--- config.mk ---
export PLATFORM = sky130hd
export DESIGN_NAME = dg_data_gen
export DESIGN_NICKNAME = d
export VERILOG_FILES = /design/src/rtl/dg_data_gen.sv
export SDC_FILE = /design/constraint.sdc
export NUM_CORES = 1
export LEC_CHECK = 0
export BUFFER_PORTS_ARGS = -buffer_cell sky130_fd_sc_hd__buf_2
export CAP_MARGIN = 20
export CORE_ASPECT_RATIO = 1.4
export CORE_MARGIN = 1.5
export CORE_UTILIZATION = 51
export CTS_BUF_LIST = sky130_fd_sc_hd__clkbuf_8 sky130_fd_sc_hd__clkbuf_16
export DETAILED_ROUTE_END_ITERATION = 8
export PLACE_DENSITY_LB_ADDON = 0.12
export SLEW_MARGIN = 20
export SYNTH_ARGS = -nofsm -noshare
export SYNTH_HDL_FRONTEND = slang
export SYNTH_SLANG_ARGS = --single-unit
--- constraint.sdc ---
create_clock -name ap_clk -period 2.1 [get_ports ap_clk]
set_input_delay 0.63 -clock ap_clk [delete_from_list [all_inputs] [get_ports ap_clk]]
set_output_delay 0.63 -clock ap_clk [all_outputs]
set_load 0.005 [all_outputs]
--- src/rtl/dg_data_gen.sv ---
// dg_data_gen: stimulus source emitting NUM_WORDS words of an arithmetic
// sequence on an ap_hs (vld/ack) stream, under HLS-style block control.
// Runs restart automatically while ap_start stays high.
module dg_data_gen #(
    parameter int unsigned NUM_WORDS = 1024,
    parameter logic [31:0] BASE      = 32'h0000_0000,
    parameter logic [31:0] STEP      = 32'h0000_0001
) (
    input  logic        ap_clk,
    input  logic        ap_rst,
    input  logic        ap_start,
    output logic        ap_done,
    output logic        ap_idle,
    output logic        ap_ready,
    output logic [31:0] Output_1_V_V,
    output logic        Output_1_V_V_ap_vld,
    input  logic        Output_1_V_V_ap_ack
);

    // Index of the last word of a run; NUM_WORDS up to 2^16 keeps this in 16 bits.
    localparam logic [15:0] LastK = 16'(NUM_WORDS - 32'd1);

    typedef enum logic [1:0] {
        StIdle,
        StRun,
        StDone
    } state_e;

    state_e      state_q, state_d;
    logic [15:0] k_q, k_d;
    logic [31:0] data_q, data_d;
    logic        xfer;
    logic        last;

    // A word is transferred when the current word is valid and accepted.
    assign xfer = (state_q == StRun) && Output_1_V_V_ap_ack;
    assign last = (k_q == LastK);

    // State register with synchronous reset.
    always_ff @(posedge ap_clk) begin
        if (ap_rst) begin
            state_q <= StIdle;
        end else begin
            state_q <= state_d;
        end
    end

    // Next-state logic; ap_start is only looked at in IDLE and DONE.
    always_comb begin
        state_d = state_q;
        unique case (state_q)
            StIdle: begin
                if (ap_start) state_d = StRun;
            end
            StRun: begin
                if (xfer && last) state_d = StDone;
            end
            StDone: begin
                state_d = ap_start ? StRun : StIdle;
            end
            default: state_d = StIdle;
        endcase
    end

    // Word index and data next-state: load BASE on entering RUN, advance on each transfer.
    always_comb begin
        k_d    = k_q;
        data_d = data_q;
        unique case (state_q)
            StIdle, StDone: begin
                k_d = '0;
                if (ap_start) data_d = BASE;
            end
            StRun: begin
                if (xfer) begin
                    if (last) begin
                        k_d = '0;
                    end else begin
                        k_d    = k_q + 16'd1;
                        data_d = data_q + STEP;
                    end
                end
            end
            default: begin
                k_d = '0;
            end
        endcase
    end

    // Datapath registers; data is registered so ack never reaches it combinationally.
    always_ff @(posedge ap_clk) begin
        if (ap_rst) begin
            k_q    <= '0;
            data_q <= '0;
        end else begin
            k_q    <= k_d;
            data_q <= data_d;
        end
    end

    // Block-control and stream-valid outputs decoded from the state register.
    always_comb begin
        ap_idle             = 1'b0;
        ap_done             = 1'b0;
        ap_ready            = 1'b0;
        Output_1_V_V_ap_vld = 1'b0;
        unique case (state_q)
            StIdle: ap_idle = 1'b1;
            StRun:  Output_1_V_V_ap_vld = 1'b1;
            StDone: begin
                ap_done  = 1'b1;
                ap_ready = 1'b1;
            end
            default: ap_idle = 1'b1;
        endcase
    end

    assign Output_1_V_V = data_q;

endmodule

# After elaboration in Yosys (flattened, before gate mapping)
# Index checks and enable logic that the tools add are counted.
[totals]
reg_bits = 50
out_inout_bits = 36
word_cells = 35
[classes]
add_sub_neg = 2
n_eq_ne = 8
mux = 12
bitwise = 1
n_reduce_logical = 9
[ops]
columns = ["cell", "n"]
rows = [
  ["2-to-1 mux 32 bit", 3],
  ["case mux 32 bit (2 select lines)", 1],
  ["adder 32 x 1 -> 32 bit, second input constant", 1],
  ["adder 16 x 1 -> 16 bit, second input constant", 1],
  ["equality test 16 x 10 -> 1 bit, second input constant", 1],
  ["2-to-1 mux 16 bit", 1],
  ["!= test 2 bit, second input constant", 4],
  ["case mux 2 bit (3 select lines)", 1],
  ["OR reduction 2 bit", 3],
  ["2-to-1 mux 1 bit", 4],
  ["2-to-1 mux 2 bit", 2],
  ["AND reduction 4 bit", 1],
  ["equality test 2 x 1 -> 1 bit, second input constant", 1],
  ["equality test 2 bit, second input constant", 1],
  ["logical AND 1 bit", 2],
  ["zero test 2 bit", 1],
  ["!= test 2 x 1 -> 1 bit, second input constant", 1],
  ["AND reduction 2 bit", 1],
  ["nonzero test 2 bit", 1],
  ["inverter 1 bit", 1],
]

# Depth between registers and ports, before layout
[depth]
word_depth = 5
mapped_depth = 9
mapped_depth_nobuf = 7

# Worst setup path before layout
# Ideal clock, no wire load.
[synth_timing]
kind = "reg-to-reg"
start = "register k_q[0]"
end = "register data_q[29] (netlist: Output_1_V_V[29])"
arrival_time_ns = 2.155
required_ns = 2.038
slack_ns = -0.116
stages_incl_launch_ff = 9
n_path_buf = 2
synth_period_minus_slack_ns = 2.216
cell_sequence = "dfxtp_1 ha_1 and3_1 and4_1 buf_6 or4_4 buf_6 or4_1 nand3_1"
[synth_between]
elab_chain_len = 3
[synth_rtl]
columns = ["element", "line_no", "text"]
rows = [
  ["start, declared", "30", "logic [15:0] k_q, k_d;"],
  ["start signal, assigned", "96", "k_q <= k_d;"],
  ["equality test 16 x 10 -> 1 bit", "37", "assign last = (k_q == LastK);"],
  ["!= test 2 bit (no line)", "n/a", ""],
  ["AND reduction 4 bit (no line)", "n/a", ""],
  ["end signal, assigned", "97", "data_q <= data_d;"],
  ["end, declared", "31", "logic [31:0] data_q, data_d;"],
]
# Every way passes these cells.
# A chain may end at the register's enable or synchronous reset.

# Worst setup path after layout
[layout_timing]
start = "register state_q[0]"
end = "register data_q[24] (netlist: Output_1_V_V[24])"
[layout_between]
elab_chain_len = 4
[layout_rtl]
columns = ["element", "line_no", "text"]
rows = [
  ["start, declared", "29", "state_e state_q, state_d;"],
  ["start signal, assigned", "42", "state_q <= StIdle;"],
  ["start signal, assigned", "44", "state_q <= state_d;"],
  ["equality test 2 bit, or another cell as far along", "69", "unique case (state_q)"],
  ["OR reduction 2 bit / logical AND 1 bit (equally long branches)", "69, 36", ""],
  ["!= test 2 bit (no line) / nonzero test 2 bit (equally long branches)", "n/a", ""],
  ["AND reduction 4 bit (no line)", "n/a", ""],
]
# Parallel ways exist; a longest one is shown, timed or not.

==> flow_metrics.tcl <==
set metrics [dict create \
    first_iter_violations 139 \
    p_total_w 0.00207 \
    synth-seq-cells 50 \
    r2r-start "state_q[0]" \
    grt_use_total_pct 26.5 \
    hold_viol_final 0 \
    ff2ff_setup_slack_ns 0.06 \
    final_cell_area_um2 3430 \
    grt_overflow 0 \
    dp_hpwl_mm 5.66 \
    required_ns 2.35 \
    drv_cap 0 \
    hold_end "Output_1_V_V[31]" \
    netlist.area_leader.share_pct 37.0 \
    syn_nets 353 \
    synth_flop_cell "dfxtp_1" \
    switchingPower_w 0.000642 \
    power_leakage_nw 1.34 \
    p_int_w 0.00143 \
    grt_pass1_vias 2515 \
    nets 431 \
    antenna_found_initial 0 \
    cts.sinks 50 \
    async_flop_share_pct 0 \
    period_needed_ns 2.04 \
    root_buffer "clkbuf_8" \
    place_congestion 0.884 \
    min_from "Output_1_V_V[31]" \
    antennaDiodeCount 0 \
    fin_crit_sh_pct 97.3 \
    numPortBuffers 39 \
    cts_tree "done" \
    status "finished clean" \
    initial_core_util_pct 52.4 \
    core_um2 5160 \
    r2r_end "Output_1_V_V[24]" \
    h-tree-depth 2 \
    tns_ns 0 \
    die_w_um 64.5 \
    hold_class "reg -> reg" \
    clk_pin_slew_ns 0.09 \
    p_per_area_nw_per_um2 603 \
    path_class "reg -> reg" \
    hold_buffers 0 \
    reg2reg_depth 6 \
    drc 0 \
    p_sw_share_pct 31.1 \
    pwr-share-comb_pct 24.8 \
    routed_wl_mm 7.70 \
    dpl_cell_area_um2 3270 \
    ys.warnings.count 0 \
    seq_area_frac_synth_pct 37.0 \
    worstMarginPinSlew_ns 0.464 \
    finalSetupViolCount 0 \
    die_area_um2 5750 \
    viasPerCell 6.02 \
    rows 31 \
    avgSynthCellArea_um2 7.88 \
    die_y_um 89.2 \
    drive_gt1_share_pct 28.2 \
    io_pins 40 \
    synth-edff-count 0 \
    clkPwrFrac_pct 28.1 \
    drt_pass1_iterations 4 \
    grt_first_pass_wirelength_mm 11.9 \
    crit_path_max_fanout 7 \
    clockBufferDepth 2 \
    max_freq_mhz 489 \
    netlist_instances 343 \
    syn_to_final_growth_pct 26.8 \
    vias 2937 \
    ys_types 48 \
    drtAntennaViolNets 0 \
    seq_power_share_pct 47.1 \
    start_kind "flop" \
    hold_depth 1 \
    netlist_area_um2 2700 \
    endpoint_kind "flop" \
    synth_area_leaders "dfxtp_1 37%, nand3_1 5.2%, nand2_1 4.9%" \
    finalClockSkew_ns 0.0102 \
    clkLatencyLatePin_ns 0.31 \
    grt_start_max_net_pins 23 \
    peakVddDrop_mv 0.427 \
    slew_headroom_pct 69.0 \
    synth_largest_area_cell "dfxtp_1" \
    worst_ep_arrival_time_ns 2.30 \
    wl_per_cell_um 15.8 \
    drv_slew 0 \
    numCtsBuffers 5 \
]
## registers in the layout, summed over array words and instances, names as in the netlist
register      count
state_q           2
k_q              16
Output_1_V_V     32
## timing repair
item / CTS / global route
gates resized for setup: 0 / 13
buffers inserted: 0 / 2
endpoints found under the setup margin: 0 / 10
## metal layers
metal  vias up  wire, um  global-route usage, %
li1       1432         -                      -
met1      1400      3190                   30.6
met2        86      3990                   48.5
met3        19       301                   3.53
met4         0       222                   12.4
met5         -         0                      0
## logic make-up after synthesis
group / count (synthesis) / share of synthesized area [%]
XOR/XNOR: 14 / 4.54
AO/OA/AOI/OAI: 81 / 19.0
AND/OR/NAND/NOR: 168 / 32.6
buffers and inverters: 24 / 4.07
flip-flops: 50 / 37.0
adder cells (fa/ha/maj): 6 / 2.78
## worst max-delay path by stage
stage,startpoint,end,slack [ns],cells past startpoint
after detailed placement,ap_start,Output_1_V_V[24],0.002,5
after global placement,ap_start,Output_1_V_V[24],0.009,5
after global routing,state_q[0],Output_1_V_V[26],-0.009,7
final,state_q[0],Output_1_V_V[24],0.06,6
after CTS,state_q[0],Output_1_V_V[24],0.002,6
after floorplan,k_q[0],Output_1_V_V[24],0.002,8
## final cells by class
type | count | area, um^2
clock buffer | 6 | 82.6
clock inverter | 2 | 8.76
fill | 444 | 1730
inverter | 9 | 33.8
multi-input combinational | 269 | 1660
sequential | 50 | 1010
tap | 66 | 82.6
timing repair buffer | 86 | 548
## Yosys cell counts, drive strengths merged, types with 2 or more instances
| master | number |
|---|---|
| a41oi | 5 |
| a31oi | 14 |
| inv | 9 |
| dfxtp | 50 |
| o21ai | 20 |
| nand3 | 28 |
| or3 | 2 |
| clkbuf | 11 |
| a21oi | 19 |
| a31o | 2 |
| nand2b | 3 |
| o31ai | 2 |
| a21o | 5 |
| nor2 | 34 |
| xnor2 | 5 |
| nor3 | 7 |
| o22ai | 2 |
| xor2 | 9 |
| buf | 4 |
| o211ai | 3 |
| a221oi | 2 |
| nand3b | 2 |
| and4 | 4 |
| ha | 6 |
| nand2 | 35 |
| nor4 | 10 |
| or4 | 6 |
| and3 | 10 |
| and2 | 4 |
| nand4 | 19 |
## critical path, stage by stage, from the launching register on
cell and delay (ns):
dfxtp_2 0.35, inv_2 0.06, ha_2 0.18, o21ba_2 0.24, or4_4 0.60, or4_1 0.48
nand3_1 0.09
## power groups by stage
stage                     clock [W]  combinational [W]  sequential, W
after floorplan                   0           0.000282       0.000991
after global placement            0           0.000475       0.000993
after detailed placement          0           0.000478       0.000994
after CTS                  0.000591           0.000481       0.000972
after global routing       0.000643           0.000558       0.000975
final                      0.000582           0.000512       0.000973
## placed cells by master (no fill, tap or decap), types with 7 or more instances in the layout
master | synthesis | layout
inv_1 | 9 | 8
a31oi_1 | 14 | 14
buf_2 | 1 | 39
nor3_1 | 7 | 7
nand3_1 | 28 | 28
xor2_1 | 9 | 9
a21oi_1 | 18 | 18
nor2_1 | 34 | 33
dfxtp_1 | 50 | 44
o21ai_0 | 19 | 19
nand4_1 | 19 | 19
buf_4 | 1 | 47
nand2_1 | 35 | 35
and3_1 | 10 | 9
## stage by stage
step / worst slack [ns] / instances / hold WS (ns) / utilization, %
floorplan: 0.00237 / 343 / 0.455 / -
global placement: 0.00943 / 478 / 0.450 / 63.5
detailed placement: 0.00157 / 478 / 0.457 / 63.5
CTS: 0.00226 / 486 / 0.474 / 65.2
global route: -0.00881 / 488 / 0.499 / 66.5
finish: 0.0559 / 488 / 0.471 / 66.5
Power figures use the tool's default switching activity.
